[config.mk]
export PLATFORM = sky130hd
export DESIGN_NAME = l2_dmem_bank_ctrl
export DESIGN_NICKNAME = d
export VERILOG_FILES = /design/src/rtl/l2_dmem_bank_ctrl.sv
export SDC_FILE = /design/constraint.sdc
export NUM_CORES = 1
export LEC_CHECK = 0
export ABC_AREA = 1
export CORE_AREA = 2 2 409 411
export CTS_BUF_LIST = sky130_fd_sc_hd__clkbuf_4
export CTS_CLUSTER_SIZE = 20
export DETAILED_ROUTE_END_ITERATION = 12
export DIE_AREA = 0 0 411 413
export PLACE_DENSITY = 0.4
export SETUP_SLACK_MARGIN = 0.15
export SYNTH_ARGS = -nofsm -noshare
export SYNTH_HDL_FRONTEND = slang
export SYNTH_SLANG_ARGS = --single-unit
export TNS_END_PERCENT = 50
[constraint.sdc]
create_clock -name CLK -period 27.2 [get_ports CLK]
set_input_delay 5.44 -clock CLK [delete_from_list [all_inputs] [get_ports CLK]]
set_output_delay 5.44 -clock CLK [all_outputs]
set_load 0.1 [all_outputs]
[src/rtl/l2_dmem_bank_ctrl.sv]
`default_nettype none
// ============================================================================
// Module      : l2_dmem_bank_ctrl
// Description : Initiator-side controller for one single-port L2 data-memory
//               bank (1024 x 256-bit, read data one cycle after the strobe).
//               Accepts valid/ready requests and drives CE/WE/ADDR/WR_DATA.
//               Returns read data through a small response FIFO. Partial
//               writes use a two-cycle read-modify-write because the bank
//               has no byte or word mask.
// Ports       : CLK, RST                 - clock, synchronous active-high reset
//               req_valid/req_ready      - request handshake
//               req_we/addr/wdata/wmask  - request payload (wmask per 32-bit lane)
//               rsp_valid/ready/rdata    - read response handshake
//               CE/WE/ADDR/WR_DATA       - bank strobes and write data
//               RD_DATA                  - bank read data
//               busy                     - RMW, read in flight or FIFO non-empty
// Revision    : 1.0 - initial release
// ============================================================================
module l2_dmem_bank_ctrl #(
    parameter int ADDR_W    = 10,
    parameter int DATA_W    = 256,
    parameter int NWORD     = DATA_W / 32,
    parameter int RSP_DEPTH = 2
) (
    input  logic              CLK,
    input  logic              RST,
    input  logic              req_valid,
    output logic              req_ready,
    input  logic              req_we,
    input  logic [ADDR_W-1:0] req_addr,
    input  logic [DATA_W-1:0] req_wdata,
    input  logic [NWORD-1:0]  req_wmask,
    output logic              rsp_valid,
    input  logic              rsp_ready,
    output logic [DATA_W-1:0] rsp_rdata,
    output logic              CE,
    output logic              WE,
    output logic [ADDR_W-1:0] ADDR,
    output logic [DATA_W-1:0] WR_DATA,
    input  logic [DATA_W-1:0] RD_DATA,
    output logic              busy
);

    localparam int c_PTR_W = (RSP_DEPTH > 1) ? $clog2(RSP_DEPTH) : 1;
    localparam int c_CNT_W = $clog2(RSP_DEPTH + 1);

    localparam logic [c_PTR_W-1:0] c_PTR_LAST = c_PTR_W'(RSP_DEPTH - 1);
    localparam logic [c_CNT_W:0]   c_DEPTH    = (c_CNT_W + 1)'(RSP_DEPTH);

    localparam logic [0:0] c_IDLE   = 1'b0;
    localparam logic [0:0] c_RMW_WR = 1'b1;

    logic [0:0]        r_state;
    logic              r_rd_inflight;
    logic [ADDR_W-1:0] r_addr;
    logic [DATA_W-1:0] r_wdata;
    logic [NWORD-1:0]  r_wmask;

    logic [DATA_W-1:0]  r_fifo [RSP_DEPTH];
    logic [c_PTR_W-1:0] r_wr_ptr;
    logic [c_PTR_W-1:0] r_rd_ptr;
    logic [c_CNT_W-1:0] r_count;

    logic [c_CNT_W:0]  w_occ;
    logic              w_credit;
    logic              w_accept;
    logic              w_rd_acc;
    logic              w_wr_full;
    logic              w_rmw_start;
    logic              w_push;
    logic              w_pop;
    logic [DATA_W-1:0] w_merge;

    function automatic logic [c_PTR_W-1:0] f_ptr_inc(input logic [c_PTR_W-1:0] p);
        return (p == c_PTR_LAST) ? '0 : p + c_PTR_W'(1);
    endfunction

    // Credits count both stored responses and the read whose data is still
    // on RD_DATA, so a push can never find the FIFO full. A pop in the same
    // cycle deliberately does not release a credit.
    assign w_occ    = {1'b0, r_count} + (c_CNT_W + 1)'(r_rd_inflight);
    assign w_credit = (w_occ < c_DEPTH);

    assign req_ready   = !RST && (r_state == c_IDLE) && (req_we || w_credit);
    assign w_accept    = req_valid && req_ready;
    assign w_rd_acc    = w_accept && !req_we;
    assign w_wr_full   = w_accept && req_we && (&req_wmask);
    assign w_rmw_start = w_accept && req_we && !(&req_wmask) && (|req_wmask);

    // Lane merge for the write half of an RMW: RD_DATA carries the old word
    // in this cycle because the read strobe went out on the previous one.
    for (genvar i = 0; i < NWORD; i++) begin : g_lane
        assign w_merge[32*i +: 32] = r_wmask[i] ? r_wdata[32*i +: 32] : RD_DATA[32*i +: 32];
    end

    always_comb begin
        CE      = 1'b0;
        WE      = 1'b0;
        ADDR    = '0;
        WR_DATA = '0;
        if (!RST && (r_state == c_RMW_WR)) begin
            CE      = 1'b1;
            WE      = 1'b1;
            ADDR    = r_addr;
            WR_DATA = w_merge;
        end else if (w_rd_acc || w_rmw_start) begin
            CE   = 1'b1;
            ADDR = req_addr;
        end else if (w_wr_full) begin
            CE      = 1'b1;
            WE      = 1'b1;
            ADDR    = req_addr;
            WR_DATA = req_wdata;
        end
    end

    assign rsp_valid = !RST && (r_count != '0);
    assign rsp_rdata = r_fifo[r_rd_ptr];
    assign w_push    = r_rd_inflight;
    assign w_pop     = rsp_valid && rsp_ready;
    assign busy      = !RST && ((r_state == c_RMW_WR) || r_rd_inflight || (r_count != '0));

    always_ff @(posedge CLK) begin
        if (RST) begin
            r_state       <= c_IDLE;
            r_rd_inflight <= 1'b0;
            r_addr        <= '0;
            r_wdata       <= '0;
            r_wmask       <= '0;
            r_wr_ptr      <= '0;
            r_rd_ptr      <= '0;
            r_count       <= '0;
        end else begin
            r_rd_inflight <= w_rd_acc;
            if (r_state == c_RMW_WR) begin
                r_state <= c_IDLE;
            end else if (w_rmw_start) begin
                r_state <= c_RMW_WR;
                r_addr  <= req_addr;
                r_wdata <= req_wdata;
                r_wmask <= req_wmask;
            end
            if (w_push) begin
                r_wr_ptr <= f_ptr_inc(r_wr_ptr);
            end
            if (w_pop) begin
                r_rd_ptr <= f_ptr_inc(r_rd_ptr);
            end
            if (w_push && !w_pop) begin
                r_count <= r_count + c_CNT_W'(1);
            end else if (!w_push && w_pop) begin
                r_count <= r_count - c_CNT_W'(1);
            end
        end
    end

    // Response storage needs no reset; validity is tracked by the pointers.
    always_ff @(posedge CLK) begin
        if (!RST && w_push) begin
            r_fifo[r_wr_ptr] <= RD_DATA;
        end
    end

endmodule
`default_nettype wire

==> results.txt <==
- Data on the critical path is required at its endpoint by around 22 ns.
* Arrival time of the worst setup path: approximately 10 ns
- Distinct cell type count after synthesis: 25
- Registers are responsible for between 40% and 50% of the overall power.
- The clock network accounts for 40.2% of the total power.
* Synth Area in XOR/XNOR: 0.0249%
* Signed area change from the synthesized netlist to the final layout: 45.4%
- Entering global routing, the biggest net connects 189 pins.
* Max-Slew Margin vs Limit: a little over a fifth
* NetSw: 927 uW
- For this design, the CTS-stage hold fixing added 0 buffers.
* Number of setup violations in the final report: 0
* Clock sinks: 793
- Relative contribution of combinational cells to total power: between 15 and 20%
- In this run the cell area of the synthesized design comes to ~35000 sq um.
* Fraction of the mapped netlist area in compound gates: between 7 and 8%
- The critical path is of the input port to output pin type.
- The initial utilization of the core area, before any placement, comes to 21.2%.
- The kind of cell with the highest combined delay along the critical path is buffers and inverters.
* Slew at the pin with the worst max-slew slack: 1.18 ns
- Later-pin clock latency in the skew report: roughly 1.2 ns
- The worst setup path is launched from an input port.
* Cell at the root of the clock tree: clkbuf_4
* Antenna violations before repair: 21
- First DRT Iteration DRCs: ~1500
- By area, the combinational part of the netlist is dominated by simple AND/OR/NAND/NOR gates.
- Fraction of the yosys area taken by sequential cells: about three fifths
* Die outline width: 411 um
- Total placed cells including tap cells: approximately 7000
* Multiplexer share of the synthesized area: 8.20%
- The floorplan has 150 rows.
* First-pass GRT wire length: ~210 mm
- Nets@finish: 5427
- Floorplan core area: roughly 170000 sq um
- Commonest non-fill, non-tap cells in the layout: nand2_1, clkdlybuf4s50_1, nor2_1, edfxtp_1, clkbuf_4
* Top Ports: 1062
- The hold violation total from the final report is 0.
* Post-layout instance count excluding filler cells: between 7000 and 8000
- Worst min-delay path category: register to register
- Number of port buffers: between 1000 and 1500
- For this run, the top clock speed supported by timing is about 65 MHz.
- Of the cells placed in the final design, the portion with a size suffix greater than 1 is between 10% and 20%.
* Via count of the first global-routing pass: 29000
* Total wire length after detailed routing: 155 mm
- The count of nets left with antenna violations once routing finished came out at 0.
* Post-CTS sizing: 0
- Total nets after synthesis: roughly 4300
- The worst setup path is captured at an output pin.
- Leaving out fill and tap cells, the most frequent cell in the layout is nand2_1.
- Slowest cell on crit path: clkdlybuf4s50_1
- The congestion estimate from routability-driven global placement came to approximately 0.85.
- Proportion of total power due to net switching: between 30 and 40%
* Max rail drop VDD: between 0.03 and 0.04 mV
- H-tree depth: 4
- Max-cap violations: 0
- Pins Over Slew Limit: 0
- After global routing the overflow that remains totals 0.
* CP peak stage delay: around 0.98 ns
- After detailed routing, the number of vias per cell comes to between 4 and 5.
- Final worst clock skew: just over 0.07 ns
- Half-perimeter wire length after detailed placement: 109 mm
- CTS max path bufs: 3
- Die Area: roughly 170000 sq um
- Once the clock tree was built, the setup fixing pass inserted 0 buffers.
* Synth warn: 0
- Remaining DRCs: 0
- The smallest clock period supported by the final layout is computed as between 15 and 20 ns.
- FF+latch count, synth: between 700 and 800
- Post-synthesis share of cell area spent on full adders, half adders and majority gates: less than 1%
- Setup TNS after final layout: 0 ns
* Mean area per synthesized cell: around 9 sq um
- The synthesized netlist devotes between 10% and 20% of its cell area to simple gates.
- Chip height: approximately 410 um
- Design internal power: around 2200 uW
* Number of buffers created by CTS: about 240
- Static leakage: roughly 0.021 uW
- Post-synthesis cell count: between 3000 and 4000
- Worst Path Buf+Inv: 5
- After clock tree synthesis, the clock-pin slew on the worst setup and hold paths is approximately 0.050 ns.
- The first detailed-routing pass took 5 iterations.
- Setup repair after global routing left no endpoint under its margin.
- GRT Util Overall: between 10% and 20%
* Via count: around 30000
- Result of the run: complete, no violations
- CTS tree: built
- In this run the worst path has a maximum fanout of ~110.
* Share of the clock period used by the worst path after layout: a little under three fifths
* Minimum setup slack among reg-to-reg paths: roughly 23 ns
- Dividing the detail-routed wire length by the instance count gives between 20 and 25 um.
- Ordered list of cells on the worst path: clkdlybuf4s50_1 > nor2_4 > inv_8 > buf_4 > buf_4 > a21oi_1 > o21ai_0 > nand2_1 > clkdlybuf4s50_1
- Cell area power density: approximately 60 nW/um^2
==> cells by family (layout without fill, tap and decap cells) <==
logic type	count (synthesis)	count (layout)
and+or+nand+nor	1680	1680
DFF	793	793
buffers and inverters	539	1852
AOI/OAI and AO/OA	522	522
muxes	256	256
adders and majority gates	1	1
xor gates and xnor gates	1	1
other	0	18
==> power groups by stage <==
stage	registers [uW]	clock network [uW]	logic [uW]
5_1_grt	1320	1370	554
3_3_place_gp	1350	0	530
3_5_place_dp	1350	0	529
4_1_cts	1320	1300	532
2_1_floorplan	1350	0	323
6_report	1320	1240	526
==> synthesized netlist by cell type <==
cell	instances	area (sq um)
nand4_1	2	12.5
o21ai_1	52	260
clkbuf_1	92	345
buf_1	5	18.8
a31oi_1	1	6.26
edfxtp_1	512	15400
nand2_1	1104	4140
nand4_2	1	12.5
nor2_2	1	6.26
o21ai_0	208	1040
o21a_1	1	7.51
buf_4	2	15.0
inv_1	302	1130
nand3_2	2	20.0
inv_4	1	6.26
ha_1	1	12.5
xor2_1	1	8.76
nor2_1	569	2140
inv_2	2	7.51
buf_6	15	169
buf_2	120	601
mux2_2	256	2880
a21oi_1	260	1300
dfxtp_1	281	5630
nand3_1	1	5.00
==> tightest hold or removal path, delay by kind of cell (launching register included) <==
kind,cells,cell delay (ns)
AOI/OAI and AO/OA,1,0.06
DFF,1,0.30
buffers and inverters,1,0.08
==> area by class of cell <==
cell class,instances,area (sq um)
diodes,18,45.0
clock buffers,403,3030
clock inverters,49,284
fillers,17600,115000
inverters,305,1160
multi-input cells,2460,11900
flip-flops and latches,793,21000
well taps,2204,2760
repair buffers,1095,10900
==> per-layer routing <==
metal  GRT usage, %  up-vias  wire length (um)
met5              0        -               103
met4           5.96       16              4290
met3           5.52      243             11100
met2           30.4      975             77100
met1           19.9    14100             62000
li1               -    14700                 -
==> registers in the layout (all words and copies together), names as in the netlist, named ones only <==
register,count
r_rd_ptr,1
r_fifo,512
r_addr,10
r_wmask,8
r_wr_ptr,1
r_wdata,256
r_state,1
r_count,2
r_rd_inflight,1
==> stage by stage <==
step	total power, uW	instance area, sq um	worst slack, ns	hold slack [ns]	utilization [%]
4_1_cts	3160	51100	11.68	0.495	30.8
3_5_place_dp	1880	47800	11.69	0.484	28.8
3_3_place_gp	1880	47800	11.71	0.479	28.8
2_1_floorplan	1670	35200	9.66	0.459	-
6_report	3090	51100	11.81	0.491	30.8
5_1_grt	3240	51100	11.45	0.523	30.8
==> path summary, 6_finish.rpt <==
kind                                              start                  endpoint  cells after the start
worst max-delay path                                RST               WR_DATA[14]                      9
worst min-delay path            r_count[1]$_SDFFE_PP0P_   r_count[1]$_SDFFE_PP0P_                      2
worst max register to register       r_state$_SDFF_PP0_  r_wdata[15]$_SDFFE_PP0P_                     11
worst min register to register  r_count[1]$_SDFFE_PP0P_   r_count[1]$_SDFFE_PP0P_                      2
No activity file was read; power rests on OpenSTA's default activity.
